### src/rtl/img_lut_loader.sv
// -----------------------------------------------------------------------------
// img_lut_loader
//
// Bulk-programs an image LUT through its AXI4-Lite CSR slave. LUT entries
// arrive on an AXI4-Stream, one entry per beat, and each beat becomes exactly
// one AXI4-Lite write to LUT_BASE_ADDR + 4*index. Only one write is ever in
// flight: the next beat is not accepted until the B response has returned.
//
// Ports
//   clk_i, rst_n_i        clock, asynchronous active-low reset
//   start_i               one-cycle pulse, starts a load (only honoured in IDLE)
//   busy_o                high from accepted start until the done pulse
//   done_o                one-cycle pulse at the end of a load
//   last_err_o            sticky: tlast was early or missing in the last load
//   resp_err_cnt_o        saturating count of non-OKAY write responses
//   lut_i_*               AXI4-Stream entry input (tdata, tvalid, tlast, tready)
//   csr_aw*/csr_w*/csr_b* AXI4-Lite write channels toward the LUT CSR slave
//
// State table
//   state  | meaning
//   -------+-------------------------------------------------------------
//   IDLE   | waiting for start_i
//   GET    | tready high, waiting for the next stream beat
//   ADDR   | awvalid/wvalid presented, each drops after its own handshake
//   RESP   | bready high, waiting for the write response
//   FIN    | one-cycle done pulse, back to IDLE
// -----------------------------------------------------------------------------
module img_lut_loader #(
  parameter logic [31:0] LUT_BASE_ADDR = 32'h0000_0000,
  parameter int          PX_WIDTH      = 10,
  parameter int          TDATA_WIDTH   = 16
) (
  input  logic                   clk_i,
  input  logic                   rst_n_i,

  input  logic                   start_i,
  output logic                   busy_o,
  output logic                   done_o,
  output logic                   last_err_o,
  output logic [7:0]             resp_err_cnt_o,

  input  logic [TDATA_WIDTH-1:0] lut_i_tdata,
  input  logic                   lut_i_tvalid,
  input  logic                   lut_i_tlast,
  output logic                   lut_i_tready,

  output logic                   csr_awvalid,
  output logic [31:0]            csr_awaddr,
  output logic [2:0]             csr_awprot,
  input  logic                   csr_awready,

  output logic                   csr_wvalid,
  output logic [31:0]            csr_wdata,
  output logic [3:0]             csr_wstrb,
  input  logic                   csr_wready,

  input  logic                   csr_bvalid,
  input  logic [1:0]             csr_bresp,
  output logic                   csr_bready
);

  // The final index is all ones, so the index register can never wrap
  // inside a load: the end-of-load check fires first.
  localparam logic [PX_WIDTH-1:0] LAST_IDX = {PX_WIDTH{1'b1}};

  typedef enum logic [2:0] {
    S_IDLE = 3'd0,
    S_GET  = 3'd1,
    S_ADDR = 3'd2,
    S_RESP = 3'd3,
    S_FIN  = 3'd4
  } state_t;

  state_t state_q, state_d;

  logic [PX_WIDTH-1:0] index_q;
  logic                tlast_q;
  logic                awvalid_q;
  logic                wvalid_q;
  logic [31:0]         awaddr_q;
  logic [31:0]         wdata_q;
  logic                last_err_q;
  logic [7:0]          resp_err_cnt_q;

  logic start_ok;
  logic beat_fire;
  logic b_fire;
  logic aw_pending;
  logic w_pending;
  logic at_last;
  logic end_load;
  logic bad_last;

  logic [31:0] entry_offset;
  logic [31:0] entry_data;

  // Bits of tdata above the entry width carry no meaning for the LUT.
  if (TDATA_WIDTH > PX_WIDTH) begin : g_tdata_hi
    logic unused_tdata_hi;
    assign unused_tdata_hi = ^lut_i_tdata[TDATA_WIDTH-1:PX_WIDTH];
  end

  assign entry_offset = {{(30-PX_WIDTH){1'b0}}, index_q, 2'b00};
  assign entry_data   = {{(32-PX_WIDTH){1'b0}}, lut_i_tdata[PX_WIDTH-1:0]};

  assign start_ok  = (state_q == S_IDLE) && start_i;
  assign beat_fire = (state_q == S_GET)  && lut_i_tvalid;
  assign b_fire    = (state_q == S_RESP) && csr_bvalid;

  // A channel is still pending if its valid is up and this cycle is not
  // the handshake; ADDR ends once neither channel is pending.
  assign aw_pending = awvalid_q && !csr_awready;
  assign w_pending  = wvalid_q  && !csr_wready;

  // End of load: either the source flagged the last beat or the LUT is
  // full. Exactly one of the two is an error (early or missing tlast).
  assign at_last  = (index_q == LAST_IDX);
  assign end_load = tlast_q || at_last;
  assign bad_last = tlast_q ^ at_last;

  // ---------------------------------------------------------------------------
  // State register
  // ---------------------------------------------------------------------------
  always_ff @(posedge clk_i or negedge rst_n_i) begin
    if (!rst_n_i) begin
      state_q <= S_IDLE;
    end else begin
      state_q <= state_d;
    end
  end

  // ---------------------------------------------------------------------------
  // Next state and state-decoded outputs
  // ---------------------------------------------------------------------------
  always_comb begin
    state_d      = state_q;
    busy_o       = 1'b0;
    done_o       = 1'b0;
    lut_i_tready = 1'b0;
    csr_bready   = 1'b0;

    case (state_q)
      S_IDLE: begin
        if (start_i) begin
          state_d = S_GET;
        end
      end

      S_GET: begin
        busy_o       = 1'b1;
        lut_i_tready = 1'b1;
        if (lut_i_tvalid) begin
          state_d = S_ADDR;
        end
      end

      S_ADDR: begin
        busy_o = 1'b1;
        if (!aw_pending && !w_pending) begin
          state_d = S_RESP;
        end
      end

      S_RESP: begin
        busy_o     = 1'b1;
        csr_bready = 1'b1;
        if (csr_bvalid) begin
          state_d = end_load ? S_FIN : S_GET;
        end
      end

      S_FIN: begin
        done_o  = 1'b1;
        state_d = S_IDLE;
      end

      default: begin
        state_d = S_IDLE;
      end
    endcase
  end

  // ---------------------------------------------------------------------------
  // Entry capture and AXI write channels
  // ---------------------------------------------------------------------------
  always_ff @(posedge clk_i or negedge rst_n_i) begin
    if (!rst_n_i) begin
      index_q   <= '0;
      tlast_q   <= 1'b0;
      awvalid_q <= 1'b0;
      wvalid_q  <= 1'b0;
      awaddr_q  <= '0;
      wdata_q   <= '0;
    end else begin
      if (start_ok) begin
        index_q <= '0;
      end

      if (beat_fire) begin
        awaddr_q  <= LUT_BASE_ADDR + entry_offset;
        wdata_q   <= entry_data;
        tlast_q   <= lut_i_tlast;
        awvalid_q <= 1'b1;
        wvalid_q  <= 1'b1;
      end

      // Address and data are held untouched until the next beat, so they
      // are stable for as long as either valid is high.
      if (state_q == S_ADDR) begin
        if (csr_awready) begin
          awvalid_q <= 1'b0;
        end
        if (csr_wready) begin
          wvalid_q <= 1'b0;
        end
      end

      if (b_fire && !end_load) begin
        index_q <= index_q + PX_WIDTH'(1);
      end
    end
  end

  // ---------------------------------------------------------------------------
  // Load status
  // ---------------------------------------------------------------------------
  always_ff @(posedge clk_i or negedge rst_n_i) begin
    if (!rst_n_i) begin
      last_err_q     <= 1'b0;
      resp_err_cnt_q <= '0;
    end else begin
      if (start_ok) begin
        last_err_q     <= 1'b0;
        resp_err_cnt_q <= '0;
      end else if (b_fire) begin
        if ((csr_bresp != 2'b00) && (resp_err_cnt_q != 8'hFF)) begin
          resp_err_cnt_q <= resp_err_cnt_q + 8'd1;
        end
        if (end_load && bad_last) begin
          last_err_q <= 1'b1;
        end
      end
    end
  end

  assign csr_awvalid    = awvalid_q;
  assign csr_awaddr     = awaddr_q;
  assign csr_awprot     = 3'b000;
  assign csr_wvalid     = wvalid_q;
  assign csr_wdata      = wdata_q;
  assign csr_wstrb      = 4'hF;
  assign last_err_o     = last_err_q;
  assign resp_err_cnt_o = resp_err_cnt_q;

endmodule

### config.mk
export PLATFORM = sky130hd
export DESIGN_NAME = img_lut_loader
export DESIGN_NICKNAME = d
export VERILOG_FILES = /design/src/rtl/img_lut_loader.sv
export SDC_FILE = /design/constraint.sdc
export NUM_CORES = 1
export LEC_CHECK = 0
export CAP_MARGIN = 30
export CORE_ASPECT_RATIO = 1.5
export CORE_UTILIZATION = 46
export DETAILED_ROUTE_END_ITERATION = 16
export GPL_TIMING_DRIVEN = 0
export PLACE_DENSITY = 0.95
export RECOVER_POWER = 25
export SKIP_LAST_GASP = 1
export SLEW_MARGIN = 20
export SYNTH_ARGS = -nofsm -noshare
export SYNTH_HDL_FRONTEND = slang
export SYNTH_SLANG_ARGS = --single-unit
export TNS_END_PERCENT = 20
### constraint.sdc
create_clock -name clk_i -period 2.6 [get_ports clk_i]
set_input_delay 0.26 -clock clk_i [delete_from_list [all_inputs] [get_ports clk_i]]
set_output_delay 0.26 -clock clk_i [all_outputs]
set_load 0.005 [all_outputs]
# Word level (Yosys, flattened, before mapping)
# Cells that the tools add are included.
[op_classes]
addsub = 2
n_eq_ne = 10
mux = 24
n_bitwise = 1
n_reduce_logical = 25
[op_table]
columns = ["operator", "count"]
rows = [
  ["$mux W8", 3],
  ["$mux W10", 2],
  ["$mux W3", 5],
  ["$mux W1", 13],
  ["$pmux W3 S4", 1],
  ["$add A10 B1 Y10 const B", 1],
  ["$eq A10 B10 Y1 const B", 1],
  ["$reduce_bool A2 Y1", 5],
  ["$logic_and A1 B1 Y1", 9],
  ["$add A8 B1 Y8 const B", 1],
  ["$ne A2 B2 Y1 const B", 4],
  ["$ne A8 B8 Y1 const B", 1],
  ["$eq A3 B2 Y1 const B", 2],
  ["$logic_not A1 Y1", 5],
  ["$reduce_and A2 Y1", 2],
  ["$reduce_and A4 Y1", 1],
  ["$eq A3 B1 Y1 const B", 1],
  ["$eq A3 B3 Y1 const B", 1],
  ["$logic_not A3 Y1", 1],
  ["$reduce_or A3 Y1", 1],
  ["$logic_or A1 B1 Y1", 1],
  ["$xor A1 B1 Y1", 1],
]
[word_totals]
register_bits = 45
in_bits = 26
out_inout_bits = 86

# Longest topological paths before layout
# Gate-level depths: netlist (run 1).
[logic_depth]
word_depth = 6
ltp_mapped = 8
ltp_nobuf = 7

# Worst setup path before layout (run 1)
# Ideal clock, no wire load.
[synth_timing]
kind = "flip-flop to flip-flop"
start = "reg index_q[0]"
end = "reg index_q[3]"
setup_time_ns = 0.126
arrival_time_ns = 1.649
t_required_ns = 2.474
setup_slack_ns = 0.825
stages_incl_launch_ff = 9
path_buffers = 1
period_less_slack_ns = 1.775
cell_sequence = "dfrtp_1 ha_1 and4_1 nand4_1 ha_1 and2_1 buf_2 nand3_1 mux2i_1"
[synth_via]
elab_chain_cells = 5
word_cells_on_any_way = 7
classes_between = "add/sub: 1; eq/ne: 1; mux: 1; reduce/logical: 4"
[synth_lines]
columns = ["item", "line_no", "text"]
rows = [
  ["from (decl)", "76", "logic [PX_WIDTH-1:0] index_q;"],
  ["from (signal assigned)", "219", "index_q <= index_q + PX_WIDTH'(1);"],
  ["branches (longest 5 deep; another with $add A10 B1 Y10)", "-", ""],
]
# Several ways; the timed one is not identified.
# A chain may end at the register's enable or synchronous reset.

# Final worst setup path (run 1)
[layout_timing]
start = "reg state_q[1]"
end = "out csr_bready"
[layout_via]
elab_chain_cells = 2
[layout_lines]
columns = ["item", "line_no", "text"]
rows = [
  ["from (decl)", "74", "state_t state_q, state_d;"],
  ["from (signal assigned)", "128", "state_q <= state_d;"],
  ["$eq A3 B2 Y1", "142", "case (state_q)"],
  ["$mux W1", "142", ""],
  ["to (decl)", "59", "output logic csr_bready"],
]
# Every way passes these cells.

==> reports/summary.txt, run 1 <==
DRT Wirelength - 4960 µm
Yosys top cell area share - 44.0%
fillers - 445
Final Hold Viols - 0
dpl ws - 0.544 ns
R2R cell count - 8
Switching Fraction - 31.8%
max-cap viol count - 0
Clock Pin Slew Worst Setup and Hold Paths - 0.08 ns
initial core utilization - 48.8%
TritonCTS Sinks - 45
GRT overflow - 0
#FFs+latches synth - 45
antenna violations before repair - 0
Starting DRT DRC Count - 15
Fin Clk Skew - 0.00322 ns
CP cell instances - clkbuf_1, inv_1, nor2_1, clkdlybuf4s50_1
Max Clock Freq - 0.471 GHz
WL/cell - 11.7 µm
H-tree depth - 2
n_diodes - 0
Inst Count DP - 417
drt drc - 0
Hold Slack - 0.509 ns
CP delay by family, top - buffers and inverters
Critical-path top delay cell - clkdlybuf4s50_1
Placeable Area - 5250 µm²
period utilisation layout - 81.7%
placer congestion estimate - 0.776
final setup margin - 0.477 ns
dpl hpwl - 3880 µm
synthesized cell area - 2560 µm²
Hold Path Class - reg2reg
leading cell types in the layout, fill and taps excluded - buf_4, clkdlybuf4s50_1, conb_1
maximum VDD drop - 0.000473 V
Pwr Total - 0.00252 W
Crit Path Category - reg2out
Chip Height - 93.3 µm
hold depth - 1
clock power share - 17.4%
Syn Inst Count - 245
RSZ-0062 raised after global routing - false
RR Endpoint - index_q[3]$_DFFE_PN0P_
sequential fraction of the synthesis area - 44.0%
worst stage delay on the critical path - 0.51 ns
r2r startpoint - index_q[0]$_DFFE_PN0P_
Logic pwr share - 43.3%
largest net degree at the start of global routing - 31
Die Width - 62.9 µm
Die ar. - 5870 µm²
Synth area leader - dfrtp_1
DR vias/cell - 4.60
worst skew pair latency - 0.30 ns
GR Util All Layers - 17.6%
# rows - 32
crit path launch type - flop
number of global-route vias before repair - 1904
hold path start - csr_wdata[6]$_DFFE_PN0P_
post-route insts no fill - 425
CP Capture Type - output port
Via Count - 1954
worst path bufs/invs - 3
final setup TNS - 0 ns
First-pass DRT Iterations - 4
Max-slew headroom - 37.5%
internal power - 0.00172 W
Avg Cell Area, Syn - 10.4 µm²
status - completed
critical path data arrival time - 1.86 ns
flop-to-flop setup slack - 0.53 ns
Slew @ Worst Pin - 0.934 ns
CTS tree - done
Setup Buffers After CTS - 0
Synth cell types - 43
Final nets - 386
Layout area overhead - 35.1%
clock period minus worst slack - 2.12 ns
switching power - 0.000801 W
crit-path max FO - 10
max-slew violations - 0
Top Ports - 112
fraction of power consumed by sequential logic - 39.3%
share of cells above drive strength 1 - 26.6%
Synth warnings - 0
P per Cell Area - 728 nW/µm²
first-pass GRT wire length - 8140 µm
Final Setup Violations - 0
top cells by area, synth - dfrtp_1, buf_4, mux2_2
root buffer cell - clkbuf_8
Pleak - 1.73 nW
worst endpoint required time - 2.34 ns
Num CTS Buffers - 5
Hold Path Sink - csr_wdata[6]$_DFFE_PN0P_
IO buf count - 54
clock buffer depth - 2
Routed Antenna Nets - 0
stage by stage:
stage	util [%]	cell area, µm²
2_1_floorplan	-	2740
3_3_place_gp	64.2	3370
3_5_place_dp	64.5	3380
4_1_cts	66.3	3480
5_1_grt	65.9	3460
6_report	65.9	3460
Yosys cell counts (all sizes together):
master / count
a31o: 1
ha: 3
nand2: 24
inv: 5
o211ai: 2
and4b: 1
nand4b: 3
conb: 2
xnor2: 1
o221ai: 1
a221oi: 1
nor4b: 1
and2: 3
nor2: 20
xor2: 2
o211a: 1
buf: 59
and3b: 1
and2b: 1
mux2: 20
o31ai: 2
nand3: 8
and4: 2
dfrtp: 45
o21ai: 5
nor3: 2
a21oi: 9
mux2i: 7
or2b: 1
a211oi: 2
and3: 3
or4b: 1
nand2b: 2
nand3b: 1
nand4: 3
area by class of cell:
cell class              instances  area [µm²]  share of cell area (%)
multi-input cells             185        1140                    33.1
flip-flops and latches         45        1130                    32.6
repair buffers                 56         549                    15.9
plain buffers                  59         445                    12.9
clock buffers                   7        86.3                    2.50
well taps                      68        85.1                    2.46
inverters                       5        18.8                   0.543
cell families after synthesis:
kind of cell	share of synthesized area, %
flip-flops	44.0
AND/OR/NAND/NOR	16.7
XOR/XNOR	1.03
buffers and inverters	18.4
multiplexers	11.5
other	0.294
adder cells (fa/ha/maj)	1.47
AO/OA/AOI/OAI	6.55
registers in the layout, indices dropped and copies added, names as in the netlist:
register and cells:
csr_awaddr 10, csr_awvalid 1, csr_wdata 10, csr_wvalid 1, index_q 10, last_err_o 1
resp_err_cnt_o 8, state_q 3, tlast_q 1
repair_timing:
item                      in CTS  in global routing
gates resized for setup        0                  0
hold endpoints to repair      15                  0
hold buffers                   1                  0
metal layers:
layer | track usage (%) | vias up | part of all wire [%]
met5 | 0 | - | 0
met4 | 7.17 | 0 | 1.6
met3 | 5.24 | 7 | 7.5
met2 | 32.0 | 87 | 52
met1 | 18.7 | 907 | 39
li1 | - | 953 | -
power by group through the flow:
stage          Sequential [W]  Combinational, W  Clock (W)
6_report             0.000989           0.00109   0.000437
5_1_grt               0.00102           0.00119   0.000471
2_1_floorplan         0.00100          0.000619          0
3_3_place_gp         0.000996           0.00107          0
3_5_place_dp          0.00101           0.00111          0
4_1_cts              0.000993           0.00112   0.000444
how the worst max path moves through the flow:
stage | from | endpoint | slack [ns] | cells after the start
2_1_floorplan | index_q[0]$_DFFE_PN0P_ | index_q[3]$_DFFE_PN0P_ | 0.83 | 8
3_3_place_gp | rst_n_i | csr_awvalid$_DFF_PN0_ | 0.07 | 1
3_5_place_dp | index_q[0]$_DFFE_PN0P_ | index_q[3]$_DFFE_PN0P_ | 0.54 | 8
4_1_cts | index_q[0]$_DFFE_PN0P_ | index_q[3]$_DFFE_PN0P_ | 0.52 | 8
5_1_grt | state_q[1]$_DFFE_PN0P_ | csr_bready | 0.36 | 4
6_report | state_q[1]$_DFFE_PN0P_ | csr_bready | 0.48 | 4
(Power assumes the default switching activity.)
==> run 2: changes to the inputs <==
- CORE_UTILIZATION: 46 -> 38
- PLACE_DENSITY: 0.95 -> 0.87
- clock period: 2.6 -> 1.8 ns (I/O delays scaled with it)
==> reports/summary.txt, run 2 (synthesized netlist as in run 1, its figures left out) <==
status - completed
number of global-route vias before repair - 1895
Routed Antenna Nets - 0
antenna violations before repair - 0
first-pass GRT wire length - 8690 µm
Clock Pin Slew Worst Setup and Hold Paths - 0.08 ns
largest net degree at the start of global routing - 27
final setup margin - 0.00947 ns
flop-to-flop setup slack - 0.02 ns
Top Ports - 112
drt drc - 0
RR Endpoint - index_q[9]$_DFFE_PN0P_
maximum VDD drop - 0.000677 V
most common cell after layout, fill and taps aside - buf_4
Final Setup Violations - 0
max-slew violations - 0
finished layout cell area - 3580 µm²
initial core utilization - 39.4%
placer congestion estimate - 0.756
worst skew pair latency - 0.29 ns
period utilisation layout - 99.5%
GR Util All Layers - 15.2%
Starting DRT DRC Count - 42
worst setup path endpoint - done_o
clock buffer depth - 2
DP Area - 3400 µm²
root buffer cell - clkbuf_8
RSZ-0062 raised after global routing - true
critical path data arrival time - 1.61 ns
CP Capture Type - output port
dpl hpwl - 3920 µm
Slew @ Worst Pin - 0.643 ns
P per Cell Area - 1070 nW/µm²
Pwr Total - 0.00384 W
Die ar. - 7070 µm²
Placeable Area - 6490 µm²
Crit Path Category - reg2out
worst stage delay on the critical path - 0.48 ns
Worst setup startpoint - state_q[0]$_DFFE_PN0P_
DRT Wirelength - 5150 µm
Fin Clk Skew - 0.00673 ns
Pleak - 1.79 nW
max-cap viol count - 0
Max-slew headroom - 57.2%
GRT overflow - 0
CP cell instances - buf_6, nor2_1, and2_2, clkdlybuf4s50_1
Hold Path Class - in2async
Final Hold Viols - 0
First-pass DRT Iterations - 4
TritonCTS Sinks - 45
CTS tree - done
WL/cell - 11.7 µm
Critical-path top delay cell - clkdlybuf4s50_1
post-layout util - 55.2%
DR vias/cell - 4.50
crit-path max FO - 10
Num CTS Buffers - 5
r2r startpoint - index_q[0]$_DFFE_PN0P_
Final nets - 391
clock period minus worst slack - 1.79 ns
IO buf count - 54
n_diodes - 0
Die Width - 69 µm
share of cells above drive strength 1 - 30.0%
R2R cell count - 7
# rows - 36
H-tree depth - 2
Max Clock Freq - 0.558 GHz
dpl ws - -0.257 ns
leading cell types in the layout, fill and taps excluded - buf_4, conb_1, clkdlybuf4s50_1
crit path launch type - flop
Chip Height - 103 µm
Layout area overhead - 39.9%
worst endpoint required time - 1.62 ns
Via Count - 1977
[run 2: cell types whose count changed in the layout (fill, tap and decap cells not counted), moves of 2 or more]
cell and delta:
ha_1 -2, ha_4 +2, clkbuf_1 -3, buf_4 +6, clkdlybuf4s50_1 -2
[run 2: metrics by stage]
| step | hold slack, ns | cells | TNS [ns] |
|---|---|---|---|
| global placement | 0.489 | 424 | -31.81 |
| CTS | 0.451 | 437 | -0.235 |
| floorplan | -0.116 | 294 | 0 |
| finish | 0.434 | 439 | 0 |
| detailed placement | 0.237 | 425 | -1.98 |
| global route | 0.455 | 439 | -0.593 |
[run 2: layer usage]
metal / wire length (µm) / global-route usage, % / share of wire (%)
met1: 1970 / 16.4 / 38
met5: 0 / 0 / 0
met2: 2760 / 29.0 / 54
met4: 64 / 5.34 / 1.2
met3: 358 / 3.42 / 7.0
[run 2: cell type report]
type | instances | area (µm²)
Tap cell | 76 | 95.1
Timing Repair Buffer | 62 | 597
Multi-Input combinational cell | 185 | 1190
Inverter | 5 | 18.8
Sequential cell | 45 | 1130
Clock buffer | 7 | 96.3
Clock inverter | 1 | 5.00
Fill cell | 578 | 2910
Buffer | 58 | 448
[run 2: critical path: cells and delay by family, from the launching register on]
family / cells / cell delay [ns]
DFF: 1 / 0.41
and+or+nand+nor: 2 / 0.28
buffers and inverters: 2 / 0.64
[run 2: where the power goes]
| part | switching (W) | internal, W | leakage, nW |
|---|---|---|---|
| sequential | 0.000179 | 0.00126 | 0.590 |
| combinational | 0.000715 | 0.00101 | 1.15 |
| clock | 0.000327 | 0.000347 | 0.0542 |
| total | 0.00122 | 0.00262 | 1.79 |
[run 2: worst min-delay path by stage]
stage / end / from / slack (ns) / cells past startpoint
detailed placement: resp_err_cnt_o[2]$_DFFE_PN0P_ / rst_n_i / 0.24 / 1
floorplan: csr_awaddr[10]$_DFFE_PN0P_ / rst_n_i / -0.12 / 0
global placement: index_q[7]$_DFFE_PN0P_ / index_q[7]$_DFFE_PN0P_ / 0.49 / 1
finish: resp_err_cnt_o[2]$_DFFE_PN0P_ / rst_n_i / 0.43 / 2
CTS: tlast_q$_DFFE_PN0P_ / lut_i_tlast / 0.45 / 3
global route: tlast_q$_DFFE_PN0P_ / lut_i_tlast / 0.45 / 3
[run 2: timing repair]
item | 4_1_cts | 5_1_grt
setup endpoints to repair | 15 | 16
hold buffers | 1 | 0
endpoints found under the hold margin | 25 | 0
resized for setup | 9 | 5
pin swaps | 6 | 2
setup buffers | 4 | 2
==> run 3: changes to the inputs <==
- SETUP_SLACK_MARGIN: default -> 0.3
- SKIP_CTS_REPAIR_TIMING: default -> 1
==> reports/summary.txt, run 3 (synthesized netlist as in run 1, its figures left out) <==
Layout area overhead - 40.3%
clock period minus worst slack - 1.81 ns
TritonCTS Sinks - 45
fillers - 595
Die ar. - 7070 µm²
fraction of power consumed by sequential logic - 37.1%
maximum VDD drop - 0.000635 V
n_diodes - 0
P per Cell Area - 1090 nW/µm²
drt drc - 0
placer congestion estimate - 0.766
Slew @ Worst Pin - 0.960 ns
leading cell types in the layout, fill and taps excluded - buf_4, conb_1, clkdlybuf4s50_1
flop-to-flop setup slack - -0.008 ns
Top Ports - 112
IO buf count - 54
period utilisation layout - 100%
Num CTS Buffers - 5
H-tree depth - 2
DR vias/cell - 4.46
area occupied by multi-input gates - 1210 µm²
root buffer cell - clkbuf_8
Placeable Area - 6490 µm²
Max-slew headroom - 36.0%
largest net degree at the start of global routing - 29
clock power share - 19.9%
RSZ-0062 raised after global routing - true
Max Clock Freq - 0.553 GHz
final setup margin - -0.00811 ns
Via Count - 1948
WL/cell - 11.7 µm
critical path data arrival time - 1.63 ns
internal power - 0.00269 W
First-pass DRT Iterations - 4
Starting DRT DRC Count - 48
CP Capture Type - output port
Hold Path Sink - tlast_q$_DFFE_PN0P_
switching power - 0.00121 W
max-slew violations - 0
Die Width - 69 µm
register area - 1130 µm²
most common cell after layout, fill and taps aside - buf_4
Pleak - 1.77 nW
CTS tree - done
hold path start - lut_i_tlast
Clock Pin Slew Worst Setup and Hold Paths - 0.09 ns
first-pass GRT wire length - 8680 µm
dpl hpwl - 3890 µm
antenna violations before repair - 0
number of global-route vias before repair - 1899
Pwr Total - 0.00390 W
Logic pwr share - 43.0%
finished layout cell area - 3590 µm²
DRT Wirelength - 5100 µm
Crit Path Category - reg2out
failing checks - negative setup slack
hold depth - 3
DP Area - 3420 µm²
# rows - 36
r2r startpoint - index_q[0]$_DFFE_PN0P_
Switching Fraction - 31.0%
initial core utilization - 39.4%
Routed Antenna Nets - 0
RR Endpoint - index_q[7]$_DFFE_PN0P_
crit-path max FO - 10
GR Util All Layers - 15.2%
crit path launch type - flop
Fin Clk Skew - 0.0118 ns
worst skew pair latency - 0.30 ns
share of cells above drive strength 1 - 31.0%
status - finished, violations left
GRT overflow - 0
max-cap viol count - 0
R2R cell count - 7
Final Setup Violations - 2
clock buffer depth - 2
Chip Height - 103 µm
Final Hold Viols - 0
Hold Path Class - in2reg
Final nets - 389
worst endpoint required time - 1.62 ns
[run 3: cell count changes in the layout (fill, tap and decap cells not counted), moves of 2 or more]
cell      change
buf_4         -3
a21oi_2       +2
clkbuf_1      +2
nand3_1       -2
nand3_2       +2
nor2_1        -2
[run 3: power by group through the flow]
stage | clock network (W) | logic [W] | registers, W
after floorplan | 0 | 0.000918 | 0.00144
after global placement | 0 | 0.00158 | 0.00144
after detailed placement | 0 | 0.00163 | 0.00146
after CTS | 0.000805 | 0.00163 | 0.00144
after global routing | 0.000846 | 0.00185 | 0.00149
final | 0.000778 | 0.00168 | 0.00145
[run 3: critical path: stages, from the launching register on]
cell             delay (ns)
dfrtp_1                0.41
buf_6                  0.16
nor2_1                 0.12
and2_2                 0.15
clkdlybuf4s50_1        0.48
[run 3: layout make-up]
cell class	count	share of cell area (%)
Buffer	59	12.8
Clock buffer	7	2.40
Clock inverter	1	0.836
Inverter	5	0.523
Multi-Input combinational cell	185	33.7
Sequential cell	45	31.4
Tap cell	76	2.65
Timing Repair Buffer	59	15.7
[run 3: through the flow]
step | setup slack [ns] | instances | utilization, % | TNS (ns) | hold WS (ns)
global route | -0.149 | 437 | 55.4 | -1.13 | 0.457
CTS | -0.206 | 433 | 54.6 | -1.07 | -0.186
floorplan | 0.133 | 294 | - | 0 | -0.116
finish | -0.00811 | 437 | 55.4 | -0.0141 | 0.451
global placement | -0.680 | 424 | 52.5 | -30.91 | 0.487
detailed placement | -0.125 | 425 | 52.8 | -0.838 | 0.146
[run 3: layer usage]
metal / share of wire [%] / GRT usage (%) / up-vias
li1: - / - / 961
met1: 38 / 16.0 / 907
met2: 52 / 27.8 / 75
met3: 8.3 / 5.08 / 5
met4: 1.6 / 6.59 / 0
met5: 0 / 0 / -
[run 3: how the worst max path moves through the flow]
stage,to,cells after the start,start
CTS,csr_bready,4,state_q[2]$_DFFE_PN0P_
global route,index_q[7]$_DFFE_PN0P_,7,index_q[0]$_DFFE_PN0P_
finish,done_o,4,state_q[0]$_DFFE_PN0P_
global placement,csr_awaddr[3]$_DFFE_PN0P_,1,rst_n_i
detailed placement,index_q[2]$_DFFE_PN0P_,5,start_i
floorplan,index_q[2]$_DFFE_PN0P_,8,index_q[0]$_DFFE_PN0P_
